<file path="config.mk">
export PLATFORM = sky130hd
export DESIGN_NAME = rk4_step_sequencer
export DESIGN_NICKNAME = d
export VERILOG_FILES = /design/src/rtl/rk4_step_sequencer.sv
export SDC_FILE = /design/constraint.sdc
export NUM_CORES = 1
export LEC_CHECK = 0
export ABC_CLOCK_PERIOD_IN_PS = 6670
export BUFFER_PORTS_ARGS = -buffer_cell sky130_fd_sc_hd__buf_2
export CORE_MARGIN = 4
export CORE_UTILIZATION = 60
export CTS_CLUSTER_SIZE = 16
export DETAILED_ROUTE_END_ITERATION = 6
export PLACE_DENSITY_LB_ADDON = 0.08
export SKIP_LAST_GASP = 1
export SLEW_MARGIN = 30
export SYNTH_ARGS = -nofsm -noshare
export SYNTH_HDL_FRONTEND = slang
export SYNTH_SLANG_ARGS = --single-unit
</file>
<file path="constraint.sdc">
create_clock -name clk -period 6.67 [get_ports clk]
set_input_delay 1.0005 -clock clk [delete_from_list [all_inputs] [get_ports clk]]
set_output_delay 1.0005 -clock clk [all_outputs]
set_load 0.03 [all_outputs]
</file>
<file path="src/rtl/rk4_step_sequencer.sv">
`default_nettype none
// ============================================================================
// Module   : rk4_step_sequencer
// Purpose  : Control FSM for one shared RK4 derivative-evaluation datapath
//            (RLC state: charge q, current z). It steps the datapath through
//            the four slope stages k1..k4, commits the weighted slope sum,
//            and repeats for a programmed number of steps per start command.
// Ports    : clk, rst        - clock, synchronous active-high reset
//            start, n_steps  - run request; n_steps is latched on acceptance
//            abort           - ends a run early (no done pulse)
//            busy, done      - run in progress / one-cycle completion pulse
//            step_cnt        - steps committed in the current or last run
//            eval_req/_ack   - handshake with the derivative unit
//            eval_stage      - stage index 0..3 (k1..k4)
//            offs_sel        - state offset: 0 none, 1 dt/2, 2 dt
//            acc_w           - stage weight 1,2,2,1
//            acc_clr, acc_en - weighted-slope accumulator control
//            commit          - apply state += dt/6 * acc
//            err             - sticky eval_ack timeout flag
// Options  : RK4_TIMEOUT_EN  - enables the per-stage eval_ack timeout
//            (TIMEOUT cycles); otherwise EVAL waits indefinitely, err = 0.
// Revision : 1.0 - initial release
// ============================================================================
module rk4_step_sequencer #(
    parameter int STEP_W  = 16,
    parameter int TIMEOUT = 64
) (
    input  logic              clk,
    input  logic              rst,
    input  logic              start,
    input  logic              abort,
    input  logic [STEP_W-1:0] n_steps,
    output logic              busy,
    output logic              done,
    output logic [STEP_W-1:0] step_cnt,
    output logic              eval_req,
    output logic [1:0]        eval_stage,
    output logic [1:0]        offs_sel,
    output logic [1:0]        acc_w,
    input  logic              eval_ack,
    output logic              acc_clr,
    output logic              acc_en,
    output logic              commit,
    output logic              err
);

    localparam logic [1:0] S_IDLE   = 2'd0;
    localparam logic [1:0] S_EVAL   = 2'd1;
    localparam logic [1:0] S_COMMIT = 2'd2;

    // Per-stage lookup tables, stage 0 in the least significant pair.
    localparam logic [7:0]        c_OFFS_TAB = {2'd2, 2'd1, 2'd1, 2'd0};
    localparam logic [7:0]        c_WGT_TAB  = {2'd1, 2'd2, 2'd2, 2'd1};
    localparam logic [STEP_W-1:0] c_STEP_ONE = STEP_W'(1);

    logic [1:0]        r_state,    w_state_nxt;
    logic [1:0]        r_stage,    w_stage_nxt;
    logic [1:0]        r_offs_sel, w_offs_sel_nxt;
    logic [1:0]        r_acc_w,    w_acc_w_nxt;
    logic [STEP_W-1:0] r_n_steps,  w_n_steps_nxt;
    logic [STEP_W-1:0] r_step_cnt, w_step_cnt_nxt;
    logic              r_done,     w_done_nxt;
    logic              w_acc_clr;
    logic              w_timeout;

    // ------------------------------------------------------------------------
    // State register
    // ------------------------------------------------------------------------
    always_ff @(posedge clk) begin
        if (rst) begin
            r_state    <= S_IDLE;
            r_stage    <= 2'd0;
            r_offs_sel <= 2'd0;
            r_acc_w    <= 2'd0;
            r_n_steps  <= '0;
            r_step_cnt <= '0;
            r_done     <= 1'b0;
        end else begin
            r_state    <= w_state_nxt;
            r_stage    <= w_stage_nxt;
            r_offs_sel <= w_offs_sel_nxt;
            r_acc_w    <= w_acc_w_nxt;
            r_n_steps  <= w_n_steps_nxt;
            r_step_cnt <= w_step_cnt_nxt;
            r_done     <= w_done_nxt;
        end
    end

    // ------------------------------------------------------------------------
    // Next-state logic
    // ------------------------------------------------------------------------
    always_comb begin
        w_state_nxt    = r_state;
        w_stage_nxt    = r_stage;
        w_offs_sel_nxt = 2'd0;
        w_acc_w_nxt    = 2'd0;
        w_n_steps_nxt  = r_n_steps;
        w_step_cnt_nxt = r_step_cnt;
        w_done_nxt     = 1'b0;
        w_acc_clr      = 1'b0;

        case (r_state)
            S_IDLE: begin
                // abort has priority over a simultaneous start
                if (start && !abort) begin
                    w_step_cnt_nxt = '0;
                    if (n_steps != '0) begin
                        w_state_nxt   = S_EVAL;
                        w_stage_nxt   = 2'd0;
                        w_n_steps_nxt = n_steps;
                        w_acc_clr     = 1'b1;
                    end else begin
                        w_done_nxt = 1'b1;
                    end
                end
            end

            S_EVAL: begin
                if (abort) begin
                    w_state_nxt = S_IDLE;
                end else if (eval_ack) begin
                    if (r_stage == 2'd3) begin
                        w_state_nxt = S_COMMIT;
                    end else begin
                        w_stage_nxt = r_stage + 2'd1;
                    end
                end else if (w_timeout) begin
                    w_state_nxt = S_IDLE;
                end
            end

            S_COMMIT: begin
                // The commit strobe is already on the wire this cycle, so the
                // count always includes it, even when aborting.
                w_step_cnt_nxt = r_step_cnt + c_STEP_ONE;
                if (abort) begin
                    w_state_nxt = S_IDLE;
                end else if ((r_step_cnt + c_STEP_ONE) == r_n_steps) begin
                    w_state_nxt = S_IDLE;
                    w_done_nxt  = 1'b1;
                end else begin
                    // Clear in the transition cycle so stage 0 of the next
                    // step can accumulate on its very first cycle.
                    w_state_nxt = S_EVAL;
                    w_stage_nxt = 2'd0;
                    w_acc_clr   = 1'b1;
                end
            end

            default: begin
                w_state_nxt = S_IDLE;
            end
        endcase

        // Stage fields are registered and only non-zero while in EVAL.
        if (w_state_nxt == S_EVAL) begin
            w_offs_sel_nxt = c_OFFS_TAB[{w_stage_nxt, 1'b0} +: 2];
            w_acc_w_nxt    = c_WGT_TAB[{w_stage_nxt, 1'b0} +: 2];
        end else begin
            w_stage_nxt = 2'd0;
        end
    end

    // ------------------------------------------------------------------------
    // Optional eval_ack timeout
    // ------------------------------------------------------------------------
`ifdef RK4_TIMEOUT_EN
    localparam int c_WAIT_W = $clog2(TIMEOUT + 1);

    logic [c_WAIT_W-1:0] r_wait_cnt;
    logic                r_err;
    logic                w_start_ok;

    assign w_start_ok = (r_state == S_IDLE) && start && !abort;
    // Fires on the TIMEOUT-th consecutive unacknowledged request cycle.
    assign w_timeout  = (r_state == S_EVAL) && !eval_ack &&
                        (r_wait_cnt == c_WAIT_W'(TIMEOUT - 1));

    always_ff @(posedge clk) begin
        if (rst) begin
            r_wait_cnt <= '0;
            r_err      <= 1'b0;
        end else begin
            // Any cycle outside EVAL or any ack precedes a fresh stage entry.
            if ((r_state != S_EVAL) || eval_ack) begin
                r_wait_cnt <= '0;
            end else begin
                r_wait_cnt <= r_wait_cnt + c_WAIT_W'(1);
            end
            if (w_start_ok) begin
                r_err <= 1'b0;
            end else if (w_timeout && !abort) begin
                r_err <= 1'b1;
            end
        end
    end

    assign err = r_err;
`else
    assign w_timeout = 1'b0;
    assign err       = 1'b0;
`endif

    // ------------------------------------------------------------------------
    // Outputs
    // ------------------------------------------------------------------------
    assign busy       = (r_state != S_IDLE);
    assign eval_req   = (r_state == S_EVAL);
    assign commit     = (r_state == S_COMMIT);
    assign acc_en     = eval_req && eval_ack;
    assign acc_clr    = w_acc_clr;
    assign done       = r_done;
    assign step_cnt   = r_step_cnt;
    assign eval_stage = r_stage;
    assign offs_sel   = r_offs_sel;
    assign acc_w      = r_acc_w;

endmodule

`default_nettype wire

</file>
==> flow_metrics.py, run 1 <==
metrics = {
    "routing": {
        "drt-initial-drc-count": 171,
        "via_per_inst": 6.013,
        "wl_mm": 5.903,
        "drtAntennaViolNets": 0,
        "drc": 0,
        "vias": 2339,
        "first_pass_iters": 4,
        "detail_route.wl_per_cell_um": 15.17,
    },
    "clock_tree": {
        "cts_resized": 0,
        "clock_latency_ps": 300,
        "htreeDepth": 2,
        "cts_buffers": 5,
        "cts_hold_buffers": 0,
        "cts.sinks": 40,
        "post_cts_buffers": 0,
        "clkTransAtPathRegs_ps": 80,
        "tritoncts": "yes",
        "cts-root-buf": "clkbuf_8",
        "cts.path.max_buffers": 2,
    },
    "setup_path": {
        "critical_path.startpoint_type": "input port",
        "required_ps": 5670,
        "critPathKind": "in2out",
        "cp-end-kind": "output port",
        "worstPathMaxFanout": 18,
        "crit_slowest_cell": "or4_1",
        "slowest_delay_ps": 740,
        "crit_chain": "buf_2 -> nor4_1 -> nand4_1 -> nand2_1 -> or4_1 -> nand2_1 -> buf_2",
        "critPathArrivalTime_ps": 2940,
    },
    "pwr": {
        "vdd_drop_max_mv": 0.1528,
        "leakage_uw": 0.001260,
        "p_total_uw": 529.8,
        "powerDensity_nw_per_um2": 180.5,
    },
    "placed_design": {
        "gp_congestion": 0.8646,
        "dp_hpwl_mm": 4.401,
        "portBuffers": 48,
    },
    "timing": {
        "slew_headroom_pct": 37.52,
        "drv_slew": 0,
        "fin_worst_skew_ps": 7.451,
        "finalHoldViolations": 0,
        "grt_setup_unrepaired": "no",
        "min_period_ps": 3938,
        "final.period_utilization_pct": 59.05,
        "setup-violations-final": 0,
        "tightest_slew_ps": 937.2,
        "setup_tns_ps": 0,
        "fmax_mhz": 253.9,
    },
    "cells_and_area": {
        "drive_above_1_share_pct": 25.96,
        "antenna_cells": 0,
        "mostFrequentLayoutCells": "50 x nor2_1, 48 x buf_2, 40 x dfxtp_1",
        "n_fill_cell": 351,
        "syn2layout_area_growth_pct": 10.61,
        "final_common_cell": "nor2_1",
        "nets": 361,
    },
    "floorplanning": {
        "initial_utilization_pct": 64.04,
        "num_rows": 23,
        "dieArea_um2": 5551,
        "die_h_um": 74.51,
        "die_w_um": 74.51,
        "design.core.area_um2": 4144,
        "pin_count": 50,
    },
    "synthesis": {
        "synth_cell_types": 65,
        "ys.flop_type": "dfxtp_1",
        "synth_cells": 308,
        "synth_area_per_cell_um2": 8.616,
        "ys_async_sr_fraction_pct": 0,
        "syn-num-nets": 331,
        "synth_edf_count": 0,
        "ys_ff_latch": 40,
        "synth.yosys.warnings": 0,
        "synthTopCellsByArea": "dfxtp_1 30%, nor2_1 7.2%, mux2i_1 6.4%",
        "ys_seq_area_share_pct": 30.17,
        "synth_top_area_share_pct": 30.17,
        "synth_top_area_cell": "dfxtp_1",
        "synth_area_um2": 2654,
    },
    "global_route": {
        "grt_antenna_before_repair": 0,
        "first_global_vias": 2095,
        "track_usage_pct": 23.37,
        "grt_pass1_wl_mm": 10.07,
        "grt_max_degree": 37,
        "grt_overflow_total": 0,
    },
    "flow_run": {
        "max_cap_viol_count": 0,
    },
    "worst_hold_path": {
        "worstHoldPathType": "reg2reg",
    },
    "run_status": {
        "status": "finished clean",
    },
}
-- final timing paths --
kind / depth (start not counted) / end / start / slack (ps)
worst max-delay path: 7 / acc_clr / n_steps[8] / 2730
worst min register to register: 2 / r_n_steps[1] / r_n_steps[1] / 530
worst max register to register: 10 / offs_sel[0] / step_cnt[0] / 3820
worst min-delay path: 2 / r_n_steps[1] / r_n_steps[1] / 530
-- sequential cells by signal, indices dropped and copies added (netlist names), named ones only --
signal      flops
acc_w           1
r_state         2
offs_sel        2
eval_stage      1
done            1
step_cnt       16
r_n_steps      16
-- where the power goes --
| part | internal (µW) | total [µW] | switching (µW) |
|---|---|---|---|
| Sequential | 244 | 251 | 6.68 |
| Combinational | 25.5 | 59.5 | 33.9 |
| Clock | 132 | 219 | 87.3 |
-- synthesized netlist by cell type, drive strengths merged, types with 4 or more instances --
cell    count
nor2       52
xnor2      10
dfxtp      40
nand4       7
buf        13
o21ai      17
a21oi      13
and4        6
nor2b       8
inv         6
nor4       11
nor3       11
a311oi      5
a31oi       8
nand3      11
xor2        7
clkbuf     12
nand2      18
mux2i      17
a211oi      4
-- cells by family (layout without fill, tap and decap cells) --
kind of cell	count (synthesis)	after routing	synth area share [%]
flip-flops	40	40	30.17
multiplexers	17	17	6.412
AO/OA/AOI/OAI	56	56	15.75
adder cells (fa/ha/maj)	2	2	0.9428
XOR/XNOR	17	17	6.177
other	1	1	0.1413
AND/OR/NAND/NOR	144	144	33.90
buffers and inverters	31	62	6.506
-- layout make-up --
type | count | area [µm²] | area share [%]
clock buffer | 7 | 96.34 | 3.282
tap | 50 | 62.56 | 2.131
clock inverter | 1 | 30.03 | 1.023
sequential | 40 | 800.8 | 27.28
timing repair buffer | 48 | 240.2 | 8.184
multi-input combinational | 237 | 1683 | 57.33
inverter | 6 | 22.52 | 0.7673
-- worst max-delay path: cells and delay by family --
family,cells,cell delay [ps]
simple gates,5,1620
buf+inv,2,310
-- metrics by stage --
step | worst slack (ps) | util (%) | hold slack (ps) | instances | area [µm²]
5_1_grt | 2586 | 70.83 | 569.4 | 389 | 2935
6_report | 2732 | 70.83 | 533.6 | 389 | 2935
2_1_floorplan | 3363 | - | 483.7 | 308 | 2654
3_3_place_gp | 2782 | 67.72 | 496.2 | 381 | 2806
4_1_cts | 2703 | 70.77 | 531.2 | 389 | 2933
3_5_place_dp | 2710 | 67.72 | 510.6 | 381 | 2806
-- per-layer routing --
| metal | up-vias | GRT usage (%) | wire (µm) | share of wire (%) |
|---|---|---|---|---|
| li1 | 1168 | - | - | - |
| met1 | 1090 | 32.38 | 2750 | 47 |
| met2 | 73 | 35.80 | 2679 | 45 |
| met3 | 8 | 4.595 | 376 | 6.4 |
| met4 | 0 | 8.893 | 96 | 1.6 |
| met5 | - | 0 | 0 | 0 |
Power figures use the tool's default switching activity.
==> run 2: changes to the inputs <==
--- a/config.mk
+++ b/config.mk
@@ -5,10 +5,10 @@
 export SDC_FILE = /design/constraint.sdc
 export NUM_CORES = 1
 export LEC_CHECK = 0
-export ABC_CLOCK_PERIOD_IN_PS = 6670
+export ABC_CLOCK_PERIOD_IN_PS = 3700
 export BUFFER_PORTS_ARGS = -buffer_cell sky130_fd_sc_hd__buf_2
 export CORE_MARGIN = 4
-export CORE_UTILIZATION = 60
+export CORE_UTILIZATION = 56
 export CTS_CLUSTER_SIZE = 16
 export DETAILED_ROUTE_END_ITERATION = 6
 export PLACE_DENSITY_LB_ADDON = 0.08
==> constraint.sdc (replaced) <==
create_clock -name clk -period 3.7 [get_ports clk]
set_input_delay 0.555 -clock clk [delete_from_list [all_inputs] [get_ports clk]]
set_output_delay 0.555 -clock clk [all_outputs]
set_load 0.03 [all_outputs]
==> run 2 against run 1 <==
Net effect: count of clock-buffer cells in the layout unchanged; global-route usage decreased by 1.8 points; clock skew decreased by 4.8 ps; non-clock buffer count increased by 2; critical path depth increased by 2; die area increased by 6.4%; clock power increased by 42%; utilization decreased by 5.6 points; final cell count increased by 0.77%; sequential power increased by 80%; first-iteration DRC count decreased by 20%; flip-flop and latch count unchanged; critical endpoint unchanged; highest routed layer unchanged.
==> flow_metrics.py, run 2 (same netlist as run 1, synthesis figures left out) <==
metrics = {
    "clock_tree": {
        "htreeDepth": 2,
        "cts.path.max_buffers": 2,
        "clock_latency_ps": 290,
        "cts-root-buf": "clkbuf_8",
        "cts.sinks": 40,
        "post_cts_buffers": 0,
        "tritoncts": "yes",
        "clkTransAtPathRegs_ps": 70,
        "cts_hold_buffers": 0,
        "cts_resized": 0,
        "cts_buffers": 5,
    },
    "timing": {
        "drv_slew": 0,
        "min_period_ps": 3270,
        "fmax_mhz": 305.9,
        "final.period_utilization_pct": 88.37,
        "grt_setup_unrepaired": "no",
        "fin_worst_skew_ps": 2.665,
        "finalWorstSetupSlack_ps": 430.5,
        "tightest_slew_ps": 730.2,
        "setup-violations-final": 0,
        "slew_headroom_pct": 51.32,
        "setup_tns_ps": 0,
        "finalHoldViolations": 0,
    },
    "global_route": {
        "grt_antenna_before_repair": 0,
        "grt_overflow_total": 0,
        "grt_max_degree": 37,
        "busiest_layer": "met2",
        "track_usage_pct": 21.54,
        "use_met3_pct": 4.450,
        "grtUsageMet2_pct": 35.10,
        "globalRouteMet1Util_pct": 28.41,
        "first_global_vias": 2083,
        "grt_pass1_wl_mm": 10.26,
    },
    "placed_design": {
        "dp_hpwl_mm": 4.708,
        "gp_congestion": 0.8822,
        "portBuffers": 48,
        "dp_slack_ps": 798.4,
    },
    "routing": {
        "drt-initial-drc-count": 136,
        "via_per_inst": 5.944,
        "drtAntennaViolNets": 0,
        "first_pass_iters": 4,
        "vias": 2330,
        "drc": 0,
        "detail_route.wl_per_cell_um": 15.99,
        "wl_mm": 6.268,
    },
    "pwr": {
        "leakage_uw": 0.001255,
        "powerDensity_nw_per_um2": 298.4,
        "vdd_drop_max_mv": 0.2074,
    },
    "setup_path": {
        "r2r_start": "step_cnt[0]",
        "required_ps": 3140,
        "critical_path.startpoint_type": "flip-flop",
        "slowest_delay_ps": 480,
        "worstPathMaxFanout": 8,
        "cp-end-kind": "output port",
        "r2r_slack_ps": 790,
        "crit_top_cell": "nand2_1",
        "crit_slowest_cell": "dfxtp_1",
        "worstRegToRegCells": 10,
        "crit_chain": "ha_1 -> and3_1 -> nand3_1 -> a2111oi_4 -> a21oi_4 -> nand4_4 -> nand2_1 -> nand2_1 -> buf_2",
        "critPathArrivalTime_ps": 2710,
        "critPathKind": "reg2out",
        "r2r-end": "offs_sel[0]",
    },
    "cells_and_area": {
        "final_common_cell": "nor2_1",
        "nets": 363,
        "syn2layout_area_growth_pct": 10.04,
        "antenna_cells": 0,
        "drive_above_1_share_pct": 25.88,
        "mostFrequentLayoutCells": "51 x nor2_1, 48 x buf_2, 40 x dfxtp_1",
    },
    "worst_hold_path": {
        "hp-start": "n_steps[9]",
        "min_to": "r_n_steps[9]",
        "hold_depth": 3,
        "worstHoldPathType": "in2reg",
    },
    "floorplanning": {
        "design.core.area_um2": 4474,
        "die_h_um": 76.84,
        "initial_utilization_pct": 59.31,
        "pin_count": 50,
        "die_w_um": 76.84,
        "dieArea_um2": 5904,
        "num_rows": 24,
    },
    "run_status": {
        "status": "finished clean",
    },
    "flow_run": {
        "max_cap_viol_count": 0,
    },
}
[run 2: worst max-delay path by stage]
stage | end | slack (ps) | startpoint | cells past startpoint
2_1_floorplan | acc_clr | 850 | step_cnt[0] | 9
3_3_place_gp | acc_clr | 880 | step_cnt[0] | 9
3_5_place_dp | acc_clr | 800 | step_cnt[0] | 9
4_1_cts | acc_clr | 450 | step_cnt[0] | 9
5_1_grt | acc_clr | 270 | step_cnt[0] | 9
6_report | acc_clr | 430 | step_cnt[0] | 9
[run 2: report_power, final]
part | switching, µW | internal, µW
logic | 62.6 | 47.1
clock network | 144 | 166
registers | 11.2 | 440
total | 218 | 654
[run 2: worst max-delay path, delay by kind of cell, from the launching register on]
family                   cells  cell delay, ps
adder cells (fa/ha/maj)      1             380
AO/OA/AOI/OAI                2             580
AND/OR/NAND/NOR              5             790
buffers and inverters        1             190
flip-flops                   1             480
[run 2: area by class of cell]
cell class / instances / area, µm²
Fill cell: 407 / 1554
Timing Repair Buffer: 50 / 255.2
Sequential cell: 40 / 800.8
Tap cell: 52 / 65.06
Clock buffer: 7 / 96.34
Inverter: 6 / 22.52
Multi-Input combinational cell: 237 / 1680
[run 2: per-stage QoR]
stage               hold WS [ps]  cells  instance area [µm²]  total power, µW  utilization (%)
floorplan                  483.7    308                 2654            540.1                -
global placement           498.9    385                 2824            568.7            63.12
detailed placement         510.1    385                 2824            571.3            63.12
CTS                        509.7    392                 2920            878.8            65.27
global route               508.5    392                 2920            916.1            65.27
finish                     510.3    392                 2920            871.5            65.27
[run 2: layer usage]
layer  share of wire, %  wire length, µm
met1                 46             2865
met2                 47             2921
met3                5.9              368
met4                1.8              112
met5                  0                0
